**src/rtl/msub_pkg.sv**
```systemverilog
`default_nettype none
// ============================================================================
// Module   : msub_pkg
// Purpose  : Shared types and width helpers for the multi-byte subtract
//            sequencer (multibyte_sub_ctrl) and its byte slice.
// Contents : msub_state_e      - sequencer state encoding (IDLE, RUN, DONE)
//            msub_width()      - full operand width for a slice/byte count
//            msub_idx_width()  - byte-index counter width, never below 1 bit
// Revision : 1.0  initial release
// ============================================================================
package msub_pkg;

   typedef enum logic [1:0] {
      IDLE = 2'd0,
      RUN  = 2'd1,
      DONE = 2'd2
   } msub_state_e;

   // Total operand width in bits.
   function automatic int msub_width(input int dw, input int nb);
      return dw * nb;
   endfunction

   // A single-byte build still needs a 1-bit index so the counter exists.
   function automatic int msub_idx_width(input int nb);
      return (nb <= 1) ? 1 : $clog2(nb);
   endfunction

endpackage : msub_pkg
`default_nettype wire

```
**src/rtl/msub_byte_slice.sv**
```systemverilog
`default_nettype none
// ============================================================================
// Module   : msub_byte_slice
// Purpose  : Combinational DATA_WIDTH-bit subtractor a - b - borrow_in.
//            One instance is time-shared across all byte positions.
// Ports    : a_i          in  DATA_WIDTH  minuend slice
//            b_i          in  DATA_WIDTH  subtrahend slice
//            borrow_i     in  1           borrow from the lower slice
//            diff_o       out DATA_WIDTH  difference modulo 2^DATA_WIDTH
//            borrow_o     out 1           borrow into the next slice
// Revision : 1.0  initial release
// ============================================================================
module msub_byte_slice #(
   parameter int DATA_WIDTH = 8
) (
   input  logic [DATA_WIDTH-1:0] a_i,
   input  logic [DATA_WIDTH-1:0] b_i,
   input  logic                  borrow_i,
   output logic [DATA_WIDTH-1:0] diff_o,
   output logic                  borrow_o
);

   // One extra bit: after a zero-extended subtract the top bit is set
   // exactly when the true result went negative, i.e. a borrow occurred.
   logic [DATA_WIDTH:0] ext_diff_w;

   assign ext_diff_w = {1'b0, a_i} - {1'b0, b_i} - {{DATA_WIDTH{1'b0}}, borrow_i};
   assign diff_o     = ext_diff_w[DATA_WIDTH-1:0];
   assign borrow_o   = ext_diff_w[DATA_WIDTH];

endmodule : msub_byte_slice
`default_nettype wire

```
**src/rtl/multibyte_sub_ctrl.sv**
```systemverilog
`default_nettype none
// ============================================================================
// Module   : multibyte_sub_ctrl
// Purpose  : Sequencer computing a NUM_BYTES*DATA_WIDTH-bit A - B - borrow_in
//            one byte per cycle, least-significant byte first, through a
//            single shared msub_byte_slice. Borrow is chained in a register.
// Ports    : clk          in  1  clock, rising edge
//            rst_n        in  1  asynchronous active-low reset
//            start        in  1  request, sampled only in IDLE
//            op_a         in  W  minuend, captured on accept
//            op_b         in  W  subtrahend, captured on accept
//            borrow_in    in  1  initial borrow, captured on accept
//            busy         out 1  high from the cycle after accept until done
//            done         out 1  one-cycle pulse, results valid with it
//            diff         out W  A - B - borrow_in modulo 2^W
//            borrow_out   out 1  borrow out of the most-significant byte
// Options  : MSUB_SATURATE_EN - when defined, a final borrow clamps diff to 0
//            (borrow_out still reports 1 so clamping is detectable).
// Revision : 1.0  initial release
// ============================================================================
module multibyte_sub_ctrl
   import msub_pkg::*;
#(
   parameter int DATA_WIDTH = 8,
   parameter int NUM_BYTES  = 4
) (
   input  logic                            clk,
   input  logic                            rst_n,
   input  logic                            start,
   input  logic [DATA_WIDTH*NUM_BYTES-1:0] op_a,
   input  logic [DATA_WIDTH*NUM_BYTES-1:0] op_b,
   input  logic                            borrow_in,
   output logic                            busy,
   output logic                            done,
   output logic [DATA_WIDTH*NUM_BYTES-1:0] diff,
   output logic                            borrow_out
);

   localparam int              W        = msub_width(DATA_WIDTH, NUM_BYTES);
   localparam int              IDXW     = msub_idx_width(NUM_BYTES);
   localparam logic [IDXW-1:0] IDX_LAST = IDXW'(NUM_BYTES - 1);

   msub_state_e           state_q;
   msub_state_e           state_d;
   logic [W-1:0]          a_q;
   logic [W-1:0]          b_q;
   logic [W-1:0]          diff_q;
   logic [IDXW-1:0]       idx_q;
   logic                  borrow_q;
   logic                  busy_q;
   logic                  done_q;
   logic                  borrow_out_q;

   logic [DATA_WIDTH-1:0] slice_a_w;
   logic [DATA_WIDTH-1:0] slice_b_w;
   logic [DATA_WIDTH-1:0] slice_d_w;
   logic                  slice_borrow_w;
   logic                  last_byte_w;

   // ------------------------------------------------------------------------
   // Operand byte select for the shared slice
   // ------------------------------------------------------------------------
   always_comb begin
      slice_a_w = '0;
      slice_b_w = '0;
      for (int k = 0; k < NUM_BYTES; k++) begin
         if (idx_q == IDXW'(k)) begin
            slice_a_w = a_q[k*DATA_WIDTH +: DATA_WIDTH];
            slice_b_w = b_q[k*DATA_WIDTH +: DATA_WIDTH];
         end
      end
   end

   assign last_byte_w = (idx_q == IDX_LAST);

   msub_byte_slice #(
      .DATA_WIDTH (DATA_WIDTH)
   ) u_slice (
      .a_i      (slice_a_w),
      .b_i      (slice_b_w),
      .borrow_i (borrow_q),
      .diff_o   (slice_d_w),
      .borrow_o (slice_borrow_w)
   );

   // ------------------------------------------------------------------------
   // Next-state
   // ------------------------------------------------------------------------
   always_comb begin
      state_d = state_q;
      case (state_q)
         IDLE:    if (start) state_d = RUN;
         RUN:     if (last_byte_w) state_d = DONE;
         DONE:    state_d = IDLE;
         default: state_d = IDLE;
      endcase
   end

   // ------------------------------------------------------------------------
   // Sequencer, datapath registers and registered outputs
   // ------------------------------------------------------------------------
   always_ff @(posedge clk or negedge rst_n) begin
      if (!rst_n) begin
         state_q      <= IDLE;
         a_q          <= '0;
         b_q          <= '0;
         diff_q       <= '0;
         idx_q        <= '0;
         borrow_q     <= 1'b0;
         busy_q       <= 1'b0;
         done_q       <= 1'b0;
         borrow_out_q <= 1'b0;
      end else begin
         state_q <= state_d;
         done_q  <= 1'b0;
         case (state_q)
            IDLE: begin
               if (start) begin
                  a_q      <= op_a;
                  b_q      <= op_b;
                  borrow_q <= borrow_in;
                  idx_q    <= '0;
                  diff_q   <= '0;
                  busy_q   <= 1'b1;
               end
            end
            RUN: begin
               for (int k = 0; k < NUM_BYTES; k++) begin
                  if (idx_q == IDXW'(k)) begin
                     diff_q[k*DATA_WIDTH +: DATA_WIDTH] <= slice_d_w;
                  end
               end
               borrow_q <= slice_borrow_w;
               if (last_byte_w) begin
                  busy_q       <= 1'b0;
                  done_q       <= 1'b1;
                  borrow_out_q <= slice_borrow_w;
`ifdef MSUB_SATURATE_EN
                  // Later assignment overrides the byte write above.
                  if (slice_borrow_w) begin
                     diff_q <= '0;
                  end
`endif
               end else begin
                  // Index stays on the last byte so a 1-byte build never wraps.
                  idx_q <= idx_q + IDXW'(1);
               end
            end
            default: begin
               // DONE: one-cycle turnaround; results simply hold.
            end
         endcase
      end
   end

   assign busy       = busy_q;
   assign done       = done_q;
   assign diff       = diff_q;
   assign borrow_out = borrow_out_q;

endmodule : multibyte_sub_ctrl
`default_nettype wire

```
**config.mk**
```make
export PLATFORM = sky130hd
export DESIGN_NAME = multibyte_sub_ctrl
export DESIGN_NICKNAME = d
export VERILOG_FILES = /design/src/rtl/msub_pkg.sv /design/src/rtl/msub_byte_slice.sv /design/src/rtl/multibyte_sub_ctrl.sv
export SDC_FILE = /design/constraint.sdc
export NUM_CORES = 1
export LEC_CHECK = 0
export CORE_MARGIN = 3
export CORE_UTILIZATION = 51
export CTS_BUF_LIST = sky130_fd_sc_hd__clkbuf_4 sky130_fd_sc_hd__clkbuf_8 sky130_fd_sc_hd__clkbuf_16
export CTS_CLUSTER_SIZE = 28
export DETAILED_ROUTE_END_ITERATION = 8
export GPL_ROUTABILITY_DRIVEN = 0
export MAX_ROUTING_LAYER = met4
export PLACE_DENSITY = 0.8
export SYNTH_ARGS = -nofsm -noshare
export SYNTH_HDL_FRONTEND = slang
export SYNTH_SLANG_ARGS = --single-unit
```
**constraint.sdc**
```tcl
create_clock -name clk -period 3.98 [get_ports clk]
set_clock_uncertainty 0.05 [all_clocks]
set_input_delay 0.796 -clock clk [delete_from_list [all_inputs] [get_ports clk]]
set_output_delay 0.796 -clock clk [all_outputs]
set_load 0.01 [all_outputs]
```
==> impl_metrics.toml <==
[logic_synthesis]
syn_inst = 446
ys_seq_elements = 104
syn-cell-area_um2 = 4928
synth_cell_type_count = 39
yosysWarningCount = 0
ys_seq_area_share_pct = 52.81
avgSynthCellArea_um2 = 11.05
syn_nets = 532

[route]
drc = 0
drtIter0Drc = 180
wl_per_cell_um = 16.79
firstDrtPassIters = 4
vias = 3743
drt_wl_total_um = 11420
drtAntennaViolNets = 0
detail_route.vias_per_cell = 5.504

[die]
die_area_um2 = 10880
die_x_um = 104.3
die_y_um = 104.3
initial_utilization_pct = 52.84
num_rows = 35
io_pins = 103
core_um2 = 9328

[clock_network]
cts_tree = "built"
cts_setup_buffers = 0
clockRootBuffer = "clkbuf_8"
clockBufferDepth = 2
cts_max_level = 3
clk_pin_slew_ps = 110
cts_inserted_buffers = 9
clkLatencyLatePin_ps = 370
cts_hold_buf = 0
clock-sinks = 104

[sta]
drv_slew = 0
worst_pin_slew_ps = 941.0
setup_viol = 0
period_minus_slack_ps = 3637
rsz0062_at_grt = "no"
fin_crit_sh_pct = 91.38
fin_setup_tns_ps = 0
max_freq_ghz = 0.2749
hold_viol = 0
slew_headroom_pct = 37.27

[placement]
post-dp-hpwl_um = 8769
io_buffers = 102
dp_cells = 664
placed_cell_area_um2 = 6096

[finish]
drive_gt1_share_pct = 17.79
layout.nets = 632
area_growth_syn_to_layout_pct = 27.55
fin_cells = 680
antenna_cells = 0
fin_area_um2 = 6286

[setup_path]
end_kind = "flip-flop"
rr_worst_depth = 14
reg2reg_to = "borrow_q"
critPathLaunchType = "flip-flop"
worst-path-max-fanout = 8
reg2reg_slack_ps = 340
worstSetupPathType = "reg2reg"
required_ps = 4140
cp.arrival_ps = 3800
r2r-start = "idx_q[0]"

[grt]
grt_usage_pct = 22.31
grt_pass1_vias = 3916
antenna_found_initial = 0
grt_pass1_wl_um = 19150
grt_max_degree = 76
overflow = 0

[hold_path]
hold_end = "diff[4]"
hold_depth = 2
hold_start = "diff[4]"
min_path_type = "reg2reg"

[job]
cap_violations = 0

[run_status]
status = "finished, final reports clean"
-- repair_timing --
item                       in CTS  in global routing
setup endpoints to repair       0                  5
hold endpoints to repair        0                  0
gates resized for setup         0                  2
-- stage by stage --
stage	utilization (%)	hold slack, ps	setup slack (ps)
2_1_floorplan	-	430.6	616.8
3_3_place_gp	65.35	409.6	430.0
3_5_place_dp	65.35	419.1	252.5
4_1_cts	67.32	438.8	230.2
5_1_grt	67.39	479.9	14.42
6_report	67.39	432.0	343.0
-- flip-flops by register name, summed over array words and instances (netlist names) --
name	flops
idx_q	2
busy	1
diff	32
b_q	32
borrow_q	1
borrow_out	1
a_q	32
state_q	2
done	1
-- layout make-up --
cell class                 instances  area, um^2
fill                             734        3042
sequential                       104        2603
multi-input combinational        303        2172
timing repair buffer             112        1106
tap                              129       161.4
clock buffer                      11       145.1
inverter                          16       60.06
clock inverter                     5       38.79
-- cells in the mapped netlist (all sizes together) --
| cell | instances | share of area (%) |
|---|---|---|
| a31oi | 1 | 0.13 |
| o21a | 3 | 0.46 |
| nand2 | 55 | 4.2 |
| o21ai | 32 | 3.2 |
| o31ai | 4 | 0.61 |
| nor3b | 1 | 0.15 |
| o21bai | 1 | 0.15 |
| xor2 | 2 | 0.36 |
| a21o | 1 | 0.15 |
| inv | 16 | 1.2 |
| a22oi | 1 | 0.15 |
| nand2b | 3 | 0.38 |
| buf | 14 | 1.4 |
| mux2 | 65 | 15 |
| clkbuf | 9 | 0.69 |
| nor2b | 5 | 0.63 |
| a2111oi | 1 | 0.30 |
| ha | 16 | 4.1 |
| nor4b | 1 | 0.30 |
| and2 | 4 | 0.51 |
| a22o | 4 | 0.71 |
| a221oi | 1 | 0.18 |
| nor2 | 24 | 1.8 |
| dfrtp | 104 | 53 |
| xnor2 | 2 | 0.36 |
| nand4 | 1 | 0.13 |
| a211oi | 2 | 0.30 |
| nor3 | 3 | 0.30 |
| a21oi | 43 | 4.4 |
| or3 | 1 | 0.23 |
| nand3b | 14 | 2.1 |
| a32o | 4 | 0.81 |
| and3 | 1 | 0.13 |
| nand3 | 1 | 0.10 |
| a221o | 4 | 0.81 |
| fa | 2 | 0.81 |
-- worst max-delay path, stage by stage (launching register included) --
cell and delay, ps:
dfrtp_1 430, inv_1 100, ha_1 350, nand3b_1 120, a21oi_1 190, a21oi_1 60
o21ai_0 250, fa_1 250, inv_1 80, fa_1 430, nand2b_1 200, a2111oi_2 490
o31ai_1 160, xor2_1 220, a21oi_1 110
-- cells by family after synthesis --
logic type      count (synthesis)  synth area share (%)
buf+inv                        39                 3.351
fa+ha+maj                      18                 4.874
xor+xnor                        4                0.7110
flops                         104                 52.81
simple gates                  114                 11.02
mux                            65                 14.85
compound gates                102                 12.39
-- per-layer routing --
metal  routed length (um)  GRT usage (%)
met1                 4857          27.89
met2                 5656          37.04
met3                  654          3.476
met4                  250          7.882
met5                    0              -
-- cells in the final DEF (no fill, tap or decap), types with 2 or more instances in the layout --
master,count
o31ai_1,4
xnor2_1,2
fa_1,2
a22o_1,4
a221o_1,4
nor2_1,24
nor2b_1,5
mux2_2,65
a32o_1,4
dfrtp_1,104
clkdlybuf4s50_1,101
and2_1,4
o21a_1,3
inv_1,16
inv_6,2
nand2b_1,3
nand3b_1,14
o21ai_0,27
buf_4,10
a211oi_1,2
xor2_1,2
nand2_1,55
clkbuf_8,10
ha_1,15
a21oi_1,43
nor3_1,3
o21ai_1,4
-- worst max-delay path by stage --
stage / startpoint / end / depth (start not counted)
4_1_cts: idx_q[0] / diff[14] / 14
3_3_place_gp: idx_q[0] / diff[14] / 14
5_1_grt: idx_q[0] / diff[14] / 14
2_1_floorplan: idx_q[0] / borrow_q / 16
3_5_place_dp: idx_q[0] / diff[14] / 14
6_report: idx_q[0] / borrow_q / 14
Power is not shown: default switching activity piles up to over one toggle a cycle in this logic, so the estimate is an artifact.
